File: config.mk
export PLATFORM = sky130hd
export DESIGN_NAME = alu_mc
export DESIGN_NICKNAME = d
export VERILOG_FILES = /design/src/rtl/alu_pkg.sv /design/src/rtl/alu_addsub_core.sv /design/src/rtl/alu_mc.sv
export SDC_FILE = /design/constraint.sdc
export NUM_CORES = 1
export LEC_CHECK = 0
export CORE_MARGIN = 10
export CORE_UTILIZATION = 50
export DETAILED_ROUTE_END_ITERATION = 10
export GPL_ROUTABILITY_DRIVEN = 0
export GPL_TIMING_DRIVEN = 0
export HOLD_SLACK_MARGIN = 0.15
export PLACE_DENSITY = 0.69
export SETUP_SLACK_MARGIN = 0.5
export SLEW_MARGIN = 20
export SYNTH_ARGS = -nofsm -noshare
export SYNTH_HDL_FRONTEND = slang
export SYNTH_SLANG_ARGS = --single-unit
File: constraint.sdc
create_clock -name clk -period 5 [get_ports clk]
set_clock_uncertainty 0.05 [all_clocks]
set_input_delay 1 -clock clk [delete_from_list [all_inputs] [get_ports clk]]
set_output_delay 1 -clock clk [all_outputs]
set_load 0.005 [all_outputs]
File: src/rtl/alu_pkg.sv
// Shared opcode, flag-index and state definitions for the multi-cycle ALU.
package alu_pkg;

  localparam logic [2:0] OP_AND = 3'b000;
  localparam logic [2:0] OP_OR  = 3'b001;
  localparam logic [2:0] OP_ADD = 3'b010;
  localparam logic [2:0] OP_SUB = 3'b011;
  localparam logic [2:0] OP_XOR = 3'b100;
  localparam logic [2:0] OP_SLT = 3'b101;
  localparam logic [2:0] OP_MUL = 3'b110;
  localparam logic [2:0] OP_RSV = 3'b111;

  localparam int FLG_N = 3;
  localparam int FLG_Z = 2;
  localparam int FLG_C = 1;
  localparam int FLG_V = 0;

  typedef enum logic {
    S_IDLE = 1'b0,
    S_MUL  = 1'b1
  } state_e;

endpackage

File: src/rtl/alu_addsub_core.sv
// Combinational adder/subtractor shared by ADD, SUB and SLT.
module alu_addsub_core #(
  parameter int WIDTH = 32
) (
  input  logic [WIDTH-1:0] a_i,
  input  logic [WIDTH-1:0] b_i,
  input  logic             sub_i,
  output logic [WIDTH-1:0] sum_o,
  output logic             cout_o,
  output logic             ovf_o
);

  logic [WIDTH-1:0] b_eff_s;
  logic [WIDTH:0]   full_s;

  assign b_eff_s = sub_i ? ~b_i : b_i;
  assign full_s  = {1'b0, a_i} + {1'b0, b_eff_s} + {{WIDTH{1'b0}}, sub_i};
  assign sum_o   = full_s[WIDTH-1:0];
  assign cout_o  = full_s[WIDTH];
  // Overflow: effective operands agree in sign but the sum does not.
  assign ovf_o   = (a_i[WIDTH-1] == b_eff_s[WIDTH-1]) & (sum_o[WIDTH-1] != a_i[WIDTH-1]);

endmodule

File: src/rtl/alu_mc.sv
// Multi-cycle ALU: single-cycle logic/arith ops plus an iterative shift-add MUL,
// with registered result/NZCV flags behind valid/ready handshakes.
module alu_mc
  import alu_pkg::*;
#(
  parameter int WIDTH = 32
) (
  input  logic             clk,
  input  logic             rst_n,
  input  logic             in_valid,
  output logic             in_ready,
  input  logic [2:0]       op,
  input  logic [WIDTH-1:0] a,
  input  logic [WIDTH-1:0] b,
  output logic             out_valid,
  input  logic             out_ready,
  output logic [WIDTH-1:0] result,
  output logic [3:0]       flags,
  output logic             busy
);

  localparam int CNT_W = $clog2(WIDTH);
  localparam logic [CNT_W-1:0] CNT_LAST = CNT_W'(WIDTH - 1);

  state_e               state_q, state_d;
  logic [2*WIDTH-1:0]   mcand_q, mcand_d;
  logic [2*WIDTH-1:0]   acc_q, acc_d;
  logic [2*WIDTH-1:0]   acc_sum_s;
  logic [WIDTH-1:0]     mplier_q, mplier_d;
  logic [CNT_W-1:0]     cnt_q, cnt_d;
  logic [WIDTH-1:0]     result_q, result_d;
  logic [3:0]           flags_q, flags_d;
  logic                 out_valid_q, out_valid_d;
  logic                 accept_s;
  logic [WIDTH-1:0]     sum_s;
  logic                 cout_s;
  logic                 ovf_s;
  logic [WIDTH-1:0]     alu_res_s;
  logic                 alu_c_s;
  logic                 alu_v_s;

  alu_addsub_core #(.WIDTH(WIDTH)) u_addsub (
    .a_i    (a),
    .b_i    (b),
    .sub_i  ((op == OP_SUB) | (op == OP_SLT)),
    .sum_o  (sum_s),
    .cout_o (cout_s),
    .ovf_o  (ovf_s)
  );

  // Gated by rst_n so upstream sees no acceptance while reset is asserted.
  assign in_ready  = rst_n & (state_q == S_IDLE) & (~out_valid_q | out_ready);
  assign accept_s  = in_valid & in_ready;
  assign busy      = (state_q == S_MUL);
  assign out_valid = out_valid_q;
  assign result    = result_q;
  assign flags     = flags_q;
  assign acc_sum_s = acc_q + (mplier_q[0] ? mcand_q : {(2*WIDTH){1'b0}});

  // Single-cycle operation result and carry/overflow.
  always_comb begin
    alu_res_s = {WIDTH{1'b0}};
    alu_c_s   = 1'b0;
    alu_v_s   = 1'b0;
    case (op)
      OP_AND: alu_res_s = a & b;
      OP_OR:  alu_res_s = a | b;
      OP_XOR: alu_res_s = a ^ b;
      OP_ADD, OP_SUB: begin
        alu_res_s = sum_s;
        alu_c_s   = cout_s;
        alu_v_s   = ovf_s;
      end
      OP_SLT: begin
        alu_res_s = {{(WIDTH-1){1'b0}}, sum_s[WIDTH-1] ^ ovf_s};
        alu_c_s   = cout_s;
        alu_v_s   = ovf_s;
      end
      default: alu_res_s = {WIDTH{1'b0}};
    endcase
  end

  // FSM next-state, multiplier datapath and output-register update.
  always_comb begin
    state_d     = state_q;
    mcand_d     = mcand_q;
    mplier_d    = mplier_q;
    acc_d       = acc_q;
    cnt_d       = cnt_q;
    result_d    = result_q;
    flags_d     = flags_q;
    out_valid_d = out_valid_q & ~out_ready;
    case (state_q)
      S_IDLE: begin
        if (accept_s && (op == OP_MUL)) begin
          mcand_d  = {{WIDTH{1'b0}}, a};
          mplier_d = b;
          acc_d    = {(2*WIDTH){1'b0}};
          cnt_d    = {CNT_W{1'b0}};
          state_d  = S_MUL;
        end else if (accept_s) begin
          result_d       = alu_res_s;
          flags_d[FLG_N] = alu_res_s[WIDTH-1];
          flags_d[FLG_Z] = (alu_res_s == {WIDTH{1'b0}});
          flags_d[FLG_C] = alu_c_s;
          flags_d[FLG_V] = alu_v_s;
          out_valid_d    = 1'b1;
        end else begin
          state_d = S_IDLE;
        end
      end
      S_MUL: begin
        acc_d    = acc_sum_s;
        mcand_d  = {mcand_q[2*WIDTH-2:0], 1'b0};
        mplier_d = {1'b0, mplier_q[WIDTH-1:1]};
        if (cnt_q == CNT_LAST) begin
          result_d       = acc_sum_s[WIDTH-1:0];
          flags_d[FLG_N] = acc_sum_s[WIDTH-1];
          flags_d[FLG_Z] = (acc_sum_s[WIDTH-1:0] == {WIDTH{1'b0}});
          flags_d[FLG_C] = 1'b0;
          flags_d[FLG_V] = |acc_sum_s[2*WIDTH-1:WIDTH];
          out_valid_d    = 1'b1;
          state_d        = S_IDLE;
        end else begin
          cnt_d = cnt_q + CNT_W'(1);
        end
      end
      default: state_d = S_IDLE;
    endcase
  end

  // State and datapath registers.
  always_ff @(posedge clk or negedge rst_n) begin
    if (!rst_n) begin
      state_q     <= S_IDLE;
      mcand_q     <= {(2*WIDTH){1'b0}};
      mplier_q    <= {WIDTH{1'b0}};
      acc_q       <= {(2*WIDTH){1'b0}};
      cnt_q       <= {CNT_W{1'b0}};
      result_q    <= {WIDTH{1'b0}};
      flags_q     <= 4'b0000;
      out_valid_q <= 1'b0;
    end else begin
      state_q     <= state_d;
      mcand_q     <= mcand_d;
      mplier_q    <= mplier_d;
      acc_q       <= acc_d;
      cnt_q       <= cnt_d;
      result_q    <= result_d;
      flags_q     <= flags_d;
      out_valid_q <= out_valid_d;
    end
  end

endmodule

==> flow_summary.json <==
{
  "outcome": "finished with violations",
  "violations": "negative setup slack",
  "rrSetupSlack_ns": 0.34,
  "wl_per_cell_um": 21.8,
  "final_antenna_net_count": 0,
  "fp.dieArea_um2": 42700,
  "reg2reg_from": "mplier_q[0]",
  "pin_count": 110,
  "final_nets": 2661,
  "seqPwrFrac": 0.291,
  "clk_latency_ns": 0.55,
  "start_kind": "input port",
  "sw_frac_of_total": 0.450,
  "slew_headroom": 0.313,
  "placed_cells": 2809,
  "area_growth_pct": 21.6,
  "ys.flop_type": "dfrtp_1",
  "seq_area_frac_synth": 0.290,
  "synthArstFlopShare": 1.00,
  "end_kind": "flip-flop",
  "drive_above_1_share": 0.117,
  "reg2reg_to": "flags[0]",
  "drt_iter0_drc": 2097,
  "dieHeight_um": 207,
  "routed_wl_um": 63300,
  "grt_util_all_layers": 0.286,
  "grt_setup_unrepaired": "yes",
  "cts_root_buffer": "clkbuf_16",
  "ys_ff_latch": 202,
  "setup_ws_ns": -0.0113,
  "drc": 0,
  "max_freq_ghz": 0.200,
  "start_util": 0.506,
  "ys.warnings.count": 0,
  "critical_path_required_ns": 5.42,
  "grt_first_pass_wirelength_um": 96700,
  "leakagePower_nw": 9.59,
  "worstHoldPathType": "in -> async",
  "layout_min_cycle_time_ns": 5.01,
  "num_vias": 18000,
  "grt_pass1_vias": 17400,
  "vdd_drop_max_mv": 0.319,
  "synth.avg_cell_area_um2": 7.77,
  "worst-r2r-cell-count": 16,
  "antenna_found_initial": 0,
  "fillers": 3081,
  "worstPathMaxFanout": 7,
  "cts.sink_count": 202,
  "synthCells": 2244,
  "die_w_um": 207,
  "cap_violations": 0,
  "setup_violations": 1,
  "path_class": "in -> reg",
  "cts_buffer_depth": 3,
  "synth_area_leader_cell": "dfrtp_1",
  "placementRows": 68,
  "vias_per_cell": 6.22,
  "yosys-top-cells-area": "dfrtp_1, ha_1, nand2_1",
  "dpl_worst_slack_ns": -2.03,
  "cts-buffers-inserted": 25,
  "holdBufCountCts": 0,
  "synth-edff-count": 0,
  "p_per_area_nw_per_um2": 428,
  "drtPass1Iterations": 6,
  "yosys.area.top_type_share": 0.290,
  "cts_tree": "built",
  "cts.reportedPaths.clkPinSlew_ns": 0.06,
  "startpoint": "op[1]",
  "core-area_um2": 34500,
  "grt-ovfl-total": 0,
  "intPower_mw": 4.99,
  "power.clock.fraction": 0.199,
  "hold_violations": 0,
  "grt_max_degree": 86,
  "p_sw_mw": 4.08,
  "cts.htree.levels": 1,
  "worstMarginPinSlew_ns": 1.03,
  "crit_path_end": "flags[2]",
  "synth_area_um2": 17400,
  "synth_fp_nets": 2478,
  "diodes": 0,
  "critPathArrivalTime_ns": 5.43,
  "instances_no_fill": 2899,
  "slew_violations": 0,
  "port_buffers": 108,
  "comb_power_share": 0.510,
  "finalCritPeriodShare": 1.00,
  "synth_cell_types": 101,
  "hpwl_um": 48400
}
-- per-stage QoR --
stage | power (mW) | setup TNS, ns | hold slack, ns | instance area (um^2) | utilization
after floorplan | 5.25 | -0.245 | 0.397 | 17500 | -
after global placement | 6.79 | -2430.02 | 0.404 | 19200 | 0.557
after detailed placement | 6.89 | -21.15 | 0.410 | 19200 | 0.559
after CTS | 8.86 | -0.0654 | 0.276 | 20700 | 0.600
after global routing | 9.59 | -0.0799 | 0.289 | 21200 | 0.615
final | 9.07 | -0.0113 | 0.268 | 21200 | 0.615
-- cells in the mapped netlist (all sizes together) (10+ instances only) --
master  count
o211ai     22
xnor2      76
and3       13
clkbuf    100
xor2       30
o21bai     11
a31oi      16
o21ai     197
nor4       13
dfrtp     202
nor2b      16
nor3       37
or3        10
a21oi     153
nand4      36
o21a       26
and2       71
a22oi      72
nand3      25
nand2b     11
a21o       25
inv        95
a211oi     29
or2        15
ha        161
nor2      111
buf        31
o22ai      10
nand2     491
-- per-layer routing --
| metal | vias to the layer above | routed length (um) | GRT usage |
|---|---|---|---|
| met5 | - | 0 | 0 |
| met4 | 0 | 3310 | 0.127 |
| met3 | 205 | 4600 | 0.0410 |
| met2 | 860 | 29800 | 0.487 |
| met1 | 8678 | 25500 | 0.354 |
| li1 | 8299 | - | - |
-- power groups by stage --
| stage | Sequential, mW | Combinational [mW] | Clock, mW |
|---|---|---|---|
| global placement | 2.63 | 4.16 | 0 |
| detailed placement | 2.65 | 4.24 | 0 |
| CTS | 2.63 | 4.40 | 1.83 |
| finish | 2.64 | 4.62 | 1.81 |
| floorplan | 2.53 | 2.72 | 0 |
| global route | 2.70 | 5.00 | 1.88 |
-- how the worst min path moves through the flow --
stage | cells past startpoint | start | end
2_1_floorplan | 2 | mplier_q[10] | mplier_q[10]
3_3_place_gp | 2 | result[22] | result[22]
3_5_place_dp | 2 | result[26] | result[26]
4_1_cts | 1 | rst_n | mcand_q[34]
5_1_grt | 1 | rst_n | mcand_q[34]
6_report | 1 | rst_n | mcand_q[34]
-- sequential cells by signal, summed over array words and instances (netlist names) --
name and flops:
acc_q 64, busy 1, cnt_q 5, flags 3, mcand_q 64, mplier_q 32
out_valid 1, result 32
-- worst max-delay path: stages --
cell and delay (ns):
buf_8 0.10, buf_8 0.10, nor2b_4 0.12, buf_8 0.12
clkbuf_16 0.14, clkbuf_16 0.14, o21ai_4 0.28, clkbuf_16 0.24
buf_12 0.15, xnor2_4 0.09, ha_4 0.30, o211ai_1 0.12
a21oi_1 0.21, a21oi_2 0.05, buf_6 0.14, o21a_4 0.20
o31ai_4 0.28, a41oi_2 0.24, o21ai_2 0.30, a311oi_4 0.14
a31o_1 0.25, or4b_4 0.53, o31ai_4 0.18
-- cells in the final DEF, fill, tap and decap left out, types with 25 or more instances in the layout --
| cell | netlist | routed |
|---|---|---|
| a21oi_1 | 147 | 127 |
| a22oi_1 | 72 | 71 |
| xnor2_1 | 76 | 65 |
| nand2_1 | 491 | 489 |
| nor2_1 | 110 | 109 |
| inv_1 | 95 | 95 |
| nand4_1 | 36 | 36 |
| xor2_1 | 30 | 30 |
| nor3_1 | 37 | 34 |
| nand3_1 | 25 | 25 |
| buf_4 | 5 | 49 |
| clkbuf_1 | 92 | 80 |
| o21ai_0 | 183 | 170 |
| o21a_1 | 26 | 25 |
| ha_1 | 161 | 151 |
| dfrtp_1 | 202 | 202 |
| and2_1 | 69 | 69 |
| clkbuf_16 | 0 | 29 |
| clkdlybuf4s50_1 | 0 | 105 |
-- layout make-up --
type	instances	area, um^2	share of cell area
Buffer	132	815	0.0385
Clock buffer	36	727	0.0343
Clock inverter	8	75.1	0.00354
Inverter	95	357	0.0168
Multi-Input combinational cell	1815	12100	0.570
Sequential cell	202	5050	0.239
Tap cell	455	569	0.0269
Timing Repair Buffer	156	1510	0.0714
-- what timing repair did --
| item | CTS | global route |
|---|---|---|
| setup buffers | 35 | 11 |
| gates resized for setup | 98 | 84 |
| pin swaps | 45 | 48 |
| setup endpoints to repair | 29 | 15 |
-- kinds of logic (layout without fill, tap and decap cells) --
family,after synthesis,count (layout),share of synthesized area
adder cells (fa/ha/maj),163,163,0.118
AND/OR/NAND/NOR,879,879,0.230
XOR/XNOR,106,106,0.0533
buffers and inverters,227,427,0.0566
AO/OA/AOI/OAI,659,659,0.247
flip-flops,202,202,0.290
multiplexers,8,8,0.00488
Power figures use the tool's default switching activity.
